<file path="src/rtl/multicycle_control.sv">
// Multi-cycle control sequencer for an RV32I subset (load, store, R-type, branch).
// One shared memory port serves instruction fetch and data access; waits are bounded by a timeout.
module multicycle_control #(
  parameter int MEM_TIMEOUT = 15,
  parameter int CNT_W       = 8
) (
  input  logic       clk,
  input  logic       reset,
  input  logic [6:0] OPCode,
  input  logic [3:0] Funct,
  input  logic       Zero,
  input  logic       mem_ready,
  output logic       mem_req,
  output logic       IorD,
  output logic       IRWrite,
  output logic       PCWrite,
  output logic [3:0] Operation,
  output logic       Branch,
  output logic       MemRead,
  output logic       MemWrite,
  output logic       MemToReg,
  output logic       ALUSrc,
  output logic       RegWrite,
  output logic       instr_done,
  output logic       trap,
  output logic [3:0] state
);

  localparam logic [3:0] FETCH   = 4'd0;
  localparam logic [3:0] DECODE  = 4'd1;
  localparam logic [3:0] MEMADDR = 4'd2;
  localparam logic [3:0] MEMLD   = 4'd3;
  localparam logic [3:0] MEMST   = 4'd4;
  localparam logic [3:0] WBLD    = 4'd5;
  localparam logic [3:0] EXEC_R  = 4'd6;
  localparam logic [3:0] WB_R    = 4'd7;
  localparam logic [3:0] BRANCH  = 4'd8;
  localparam logic [3:0] TRAP    = 4'd9;

  localparam logic [6:0] OP_LOAD   = 7'b0000011;
  localparam logic [6:0] OP_STORE  = 7'b0100011;
  localparam logic [6:0] OP_RTYPE  = 7'b0110011;
  localparam logic [6:0] OP_BRANCH = 7'b1100011;

  // The trap fires on the edge that would otherwise complete the MEM_TIMEOUT-th wait cycle.
  localparam logic [CNT_W-1:0] WAIT_LIMIT = CNT_W'(MEM_TIMEOUT == 0 ? 0 : MEM_TIMEOUT - 1);
  localparam logic [CNT_W-1:0] WAIT_MAX   = '1;

  logic [3:0]       state_q;
  logic [3:0]       state_d;
  logic [CNT_W-1:0] wait_cnt;
  logic [6:0]       op_q;
  logic [3:0]       funct_q;
  logic [3:0]       r_op;
  logic             r_legal;
  logic             mem_state;
  logic             timed_out;

  always_comb begin
    r_op    = 4'b0000;
    r_legal = 1'b1;
    case (funct_q)
      4'b0000: r_op = 4'b0010;
      4'b1000: r_op = 4'b0110;
      4'b0111: r_op = 4'b0000;
      4'b0110: r_op = 4'b0001;
      default: r_legal = 1'b0;
    endcase
  end

  assign mem_state = (state_q == FETCH) || (state_q == MEMLD) || (state_q == MEMST);
  assign timed_out = (MEM_TIMEOUT != 0) && !mem_ready && (wait_cnt >= WAIT_LIMIT);

  always_comb begin
    state_d = state_q;
    case (state_q)
      FETCH: begin
        if (mem_ready)      state_d = DECODE;
        else if (timed_out) state_d = TRAP;
      end
      // DECODE sees the live IR; every later state uses the latched copies.
      DECODE: begin
        case (OPCode)
          OP_LOAD, OP_STORE: state_d = MEMADDR;
          OP_RTYPE:          state_d = EXEC_R;
          OP_BRANCH:         state_d = BRANCH;
          default:           state_d = TRAP;
        endcase
      end
      MEMADDR: state_d = (op_q == OP_STORE) ? MEMST : MEMLD;
      MEMLD: begin
        if (mem_ready)      state_d = WBLD;
        else if (timed_out) state_d = TRAP;
      end
      MEMST: begin
        if (mem_ready)      state_d = FETCH;
        else if (timed_out) state_d = TRAP;
      end
      WBLD:    state_d = FETCH;
      EXEC_R:  state_d = r_legal ? WB_R : TRAP;
      WB_R:    state_d = FETCH;
      BRANCH:  state_d = FETCH;
      TRAP:    state_d = TRAP;
      default: state_d = TRAP;
    endcase
  end

  always_ff @(posedge clk or negedge reset) begin
    if (!reset) begin
      state_q  <= FETCH;
      wait_cnt <= '0;
      op_q     <= '0;
      funct_q  <= '0;
    end else begin
      state_q <= state_d;
      if (state_q == DECODE) begin
        op_q    <= OPCode;
        funct_q <= Funct;
      end
      if (state_d != state_q)
        wait_cnt <= '0;
      else if (mem_state && !mem_ready && (wait_cnt != WAIT_MAX))
        wait_cnt <= wait_cnt + 1'b1;
    end
  end

  // Outputs are decoded from the state and gated by reset so nothing escapes while reset is low.
  always_comb begin
    mem_req    = 1'b0;
    IorD       = 1'b0;
    IRWrite    = 1'b0;
    PCWrite    = 1'b0;
    Operation  = 4'b0000;
    Branch     = 1'b0;
    MemRead    = 1'b0;
    MemWrite   = 1'b0;
    MemToReg   = 1'b0;
    ALUSrc     = 1'b0;
    RegWrite   = 1'b0;
    instr_done = 1'b0;
    trap       = 1'b0;
    state      = state_q;
    case (state_q)
      FETCH: begin
        mem_req = 1'b1;
        MemRead = 1'b1;
        IRWrite = mem_ready;
        PCWrite = mem_ready;
      end
      MEMADDR: begin
        ALUSrc    = 1'b1;
        Operation = 4'b0010;
      end
      MEMLD: begin
        mem_req = 1'b1;
        MemRead = 1'b1;
        IorD    = 1'b1;
      end
      MEMST: begin
        mem_req    = 1'b1;
        MemWrite   = 1'b1;
        IorD       = 1'b1;
        instr_done = mem_ready;
      end
      WBLD: begin
        RegWrite   = 1'b1;
        MemToReg   = 1'b1;
        instr_done = 1'b1;
      end
      EXEC_R: Operation = r_op;
      WB_R: begin
        Operation  = r_op;
        RegWrite   = 1'b1;
        instr_done = 1'b1;
      end
      BRANCH: begin
        Operation  = 4'b0110;
        Branch     = 1'b1;
        PCWrite    = Zero;
        instr_done = 1'b1;
      end
      TRAP:    trap = 1'b1;
      default: ;
    endcase
    if (!reset) begin
      mem_req    = 1'b0;
      IorD       = 1'b0;
      IRWrite    = 1'b0;
      PCWrite    = 1'b0;
      Operation  = 4'b0000;
      Branch     = 1'b0;
      MemRead    = 1'b0;
      MemWrite   = 1'b0;
      MemToReg   = 1'b0;
      ALUSrc     = 1'b0;
      RegWrite   = 1'b0;
      instr_done = 1'b0;
      trap       = 1'b0;
      state      = 4'd0;
    end
  end

endmodule

</file>
<file path="config.mk">
export PLATFORM = sky130hd
export DESIGN_NAME = multicycle_control
export DESIGN_NICKNAME = d
export VERILOG_FILES = /design/src/rtl/multicycle_control.sv
export SDC_FILE = /design/constraint.sdc
export NUM_CORES = 1
export LEC_CHECK = 0
export CAP_MARGIN = 15
export CORE_MARGIN = 5
export CORE_UTILIZATION = 45
export DETAILED_ROUTE_END_ITERATION = 6
export GPL_ROUTABILITY_DRIVEN = 0
export PLACE_DENSITY = 0.83
export SKIP_LAST_GASP = 1
export SYNTH_ARGS = -nofsm -noshare
export SYNTH_HDL_FRONTEND = slang
export SYNTH_SLANG_ARGS = --single-unit
export TNS_END_PERCENT = 20
</file>
<file path="constraint.sdc">
create_clock -name clk -period 2.4 [get_ports clk]
set_input_delay 0.36 -clock clk [delete_from_list [all_inputs] [get_ports clk]]
set_output_delay 0.36 -clock clk [all_outputs]
set_load 0.03 [all_outputs]
</file>
==> impl_metrics.py, run 1 <==
metrics = {
    "timing": {
        "fin_crit_sh": 0.931,
        "final.setup.tns_ns": 0,
        "timing.fmax_mhz": 448,
        "layout_setup_ws_ns": 0.167,
        "finalWorstPathRequiredPeriod_ns": 2.23,
        "worst_pin_slew_ns": 0.498,
        "finalClockSkew_ns": 0.0127,
        "rsz0062_at_grt": "no",
        "report.final.hold_viol_count": 0,
        "final_max_slew_viol_count": 0,
        "setup_viol": 0,
        "relSlewSlack": 0.664,
    },
    "power": {
        "switching_share": 0.235,
        "p_switching_w": 0.000148,
        "combPwrFrac": 0.099,
        "intPower_w": 0.000482,
        "power_frac_clock": 0.287,
        "seq_power_share": 0.614,
        "p_leak_nw": 0.928,
        "power_density_mw_per_mm2": 322,
        "power_w": 0.000631,
        "ir_worst_vdd_mv": 0.315,
    },
    "setup_path": {
        "critPathMaxFanout": 8,
        "crit_type": "flip-flop to flip-flop",
        "cp.required_ns": 2.63,
        "cp.arrival_ns": 2.46,
        "cp-start-kind": "flip-flop",
        "end_kind": "flip-flop",
    },
    "finish": {
        "final_util": 0.591,
        "drive_above_1_share": 0.267,
        "fill_cells": 299,
        "area_delta_synth_final_pct": 27.8,
        "most-common-layout-cells": "buf_4 (29), dfrtp_1 (23), nor2_1 (19), clkdlybuf4s50_1 (14)",
        "num_antenna_cells": 0,
        "seq_area_um2": 576,
        "multi_input_area_um2": 918,
        "fin_nets": 220,
        "layout_commonest_cell": "buf_4",
        "final_cell_area_mm2": 0.00196,
    },
    "logic_synthesis": {
        "synth_seq_cells": 23,
        "synth_area_leaders": "dfrtp_1 (38%), mux2_2 (8.1%), nor2_1 (4.7%), xor2_1 (4.0%), nand2_1 (2.7%)",
        "avgSynthCellArea_um2": 9.46,
        "syn_inst": 162,
        "synth-edff-count": 0,
        "netlist.area_leader.share": 0.376,
        "async_flop_share": 1.00,
        "synthFlopType": "dfrtp_1",
        "synth_cell_types": 52,
        "yosysTopAreaCell": "dfrtp_1",
        "syn_area_mm2": 0.00153,
        "syn_nets": 179,
        "yosysWarnings": 0,
        "seq_area_frac_synth": 0.376,
    },
    "clocking": {
        "cts_max_path_buffers": 2,
        "clockRootBuffer": "clkbuf_4",
        "clk_latency_ns": 0.32,
        "cts_tree": "done",
        "post_cts_buffers": 0,
        "cts_made_buffers": 3,
        "htreeDepth": 1,
        "cts.sinks": 23,
        "clk_pin_slew_ns": 0.13,
    },
    "drt": {
        "wl_met3_um": 218,
        "route.met2.wl_mm": 1.63,
        "highest_layer": "met4",
        "post-route-drc-count": 0,
        "wl_met1_mm": 1.64,
        "avgViaCountPerCell": 5.50,
        "wl_per_cell_um": 14.3,
        "drt-initial-drc-count": 101,
        "routed_wl_mm": 3.53,
        "firstDrtPassIters": 4,
        "num_vias": 1364,
        "ant_nets": 0,
    },
    "global_routing": {
        "grt_pass1_wl_mm": 5.95,
        "grt_pass1_vias": 1293,
        "grt.overflow.total": 0,
        "grt_max_degree": 20,
        "groute.usage.overall": 0.165,
        "antenna_found_initial": 0,
    },
    "floorplanning": {
        "pin_count": 35,
        "die_h_um": 68.4,
        "die_area_mm2": 0.00467,
        "start_util": 0.463,
        "core_area_mm2": 0.00331,
        "num_rows": 21,
        "die_w_um": 68.4,
    },
    "status": {
        "status": "complete, no violations",
    },
    "place": {
        "placed_area_mm2": 0.00192,
        "io_buffers": 33,
        "post-place-ws_ns": 0.0458,
        "hpwl_mm": 2.78,
    },
    "min_path": {
        "hold_class": "input port to async pin",
    },
    "run": {
        "cap_violations": 0,
    },
}
## per-layer routing
layer  vias to the layer above  global-route usage
li1                        673                   -
met1                       637               0.229
met2                        48               0.266
met3                         6              0.0230
met4                         0              0.0471
met5                         -                   0
## sequential cells by signal, summed over array words and instances (netlist names)
register,count
state_q,4
funct_q,4
op_q,7
wait_cnt,8
## worst max-delay path: stages (launching register included)
cell	delay [ns]
dfrtp_1	0.39
or4b_1	0.55
o31ai_1	0.41
and3_1	0.26
a31o_2	0.19
nand4_4	0.16
a211oi_2	0.18
## kinds of logic after synthesis
family / Yosys count / share of synthesized area
adder cells (fa/ha/maj): 3 / 0.0229
multiplexers: 12 / 0.0873
flip-flops: 23 / 0.376
AND/OR/NAND/NOR: 76 / 0.293
other: 1 / 0.00245
XOR/XNOR: 9 / 0.0514
AO/OA/AOI/OAI: 26 / 0.133
buffers and inverters: 12 / 0.0343
## stage by stage
step,instances,hold WS (ns)
2_1_floorplan,162,0.0644
3_3_place_gp,244,0.484
3_5_place_dp,244,0.495
4_1_cts,248,0.497
5_1_grt,248,0.512
6_report,248,0.495
## Yosys cell counts, drive strengths merged (3+ instances only)
library cell	number
nand2b	3
nor3	7
nand4	6
nor2b	3
dfrtp	23
mux2	11
nor4	3
nor2	19
inv	5
buf	5
nand2	11
nor4b	3
and3	4
xor2	7
o2111ai	3
and2	3
o21ai	5
## power groups by stage
stage	Clock, W	Combinational [W]	Sequential, W
after floorplan	0	0.0000195	0.000395
after global placement	0	0.0000625	0.000395
after detailed placement	0	0.0000629	0.000395
after CTS	0.000188	0.0000630	0.000387
after global routing	0.000200	0.0000685	0.000388
final	0.000181	0.0000622	0.000387
## layout make-up
type,count,area share
Inverter,5,0.00958
Timing Repair Buffer,43,0.183
Clock inverter,1,0.00383
Clock buffer,3,0.0115
Multi-Input combinational cell,127,0.469
Tap cell,46,0.0294
Sequential cell,23,0.294
## final timing paths
path,startpoint,to,slack [ns],cells after the start
worst max-delay path,op_q[2],wait_cnt[1],0.17,6
min in group clk,op_q[2],op_q[2],0.53,1
worst min-delay path,reset,funct_q[3],0.49,2
max in group asynchronous,reset,wait_cnt[0],1.62,2
worst max register to register,op_q[2],wait_cnt[1],0.17,6
worst min register to register,op_q[2],op_q[2],0.53,1
## what timing repair did
action / 4_1_cts / 5_1_grt
resized for setup: 0 / 1
hold buffers: 0 / 0
endpoints found under the setup margin: 0 / 1
No activity file was read; power rests on OpenSTA's default activity.
==> inputs of run 2 (changes only) <==
--- a/config.mk
+++ b/config.mk
@@ -5,7 +5,6 @@
 export SDC_FILE = /design/constraint.sdc
 export NUM_CORES = 1
 export LEC_CHECK = 0
-export CAP_MARGIN = 15
 export CORE_MARGIN = 5
 export CORE_UTILIZATION = 45
 export DETAILED_ROUTE_END_ITERATION = 6
==> results of run 2 <==
No change in the layout: final DEF, timing and power equal those of run 1.
==> inputs of run 3 (changes only) <==
--- a/config.mk
+++ b/config.mk
@@ -7,6 +7,7 @@
 export LEC_CHECK = 0
 export CORE_MARGIN = 5
 export CORE_UTILIZATION = 45
+export CTS_CLUSTER_DIAMETER = 200
 export DETAILED_ROUTE_END_ITERATION = 6
 export GPL_ROUTABILITY_DRIVEN = 0
 export PLACE_DENSITY = 0.83
==> results of run 3 <==
No change in the layout: final DEF, timing and power equal those of run 1.
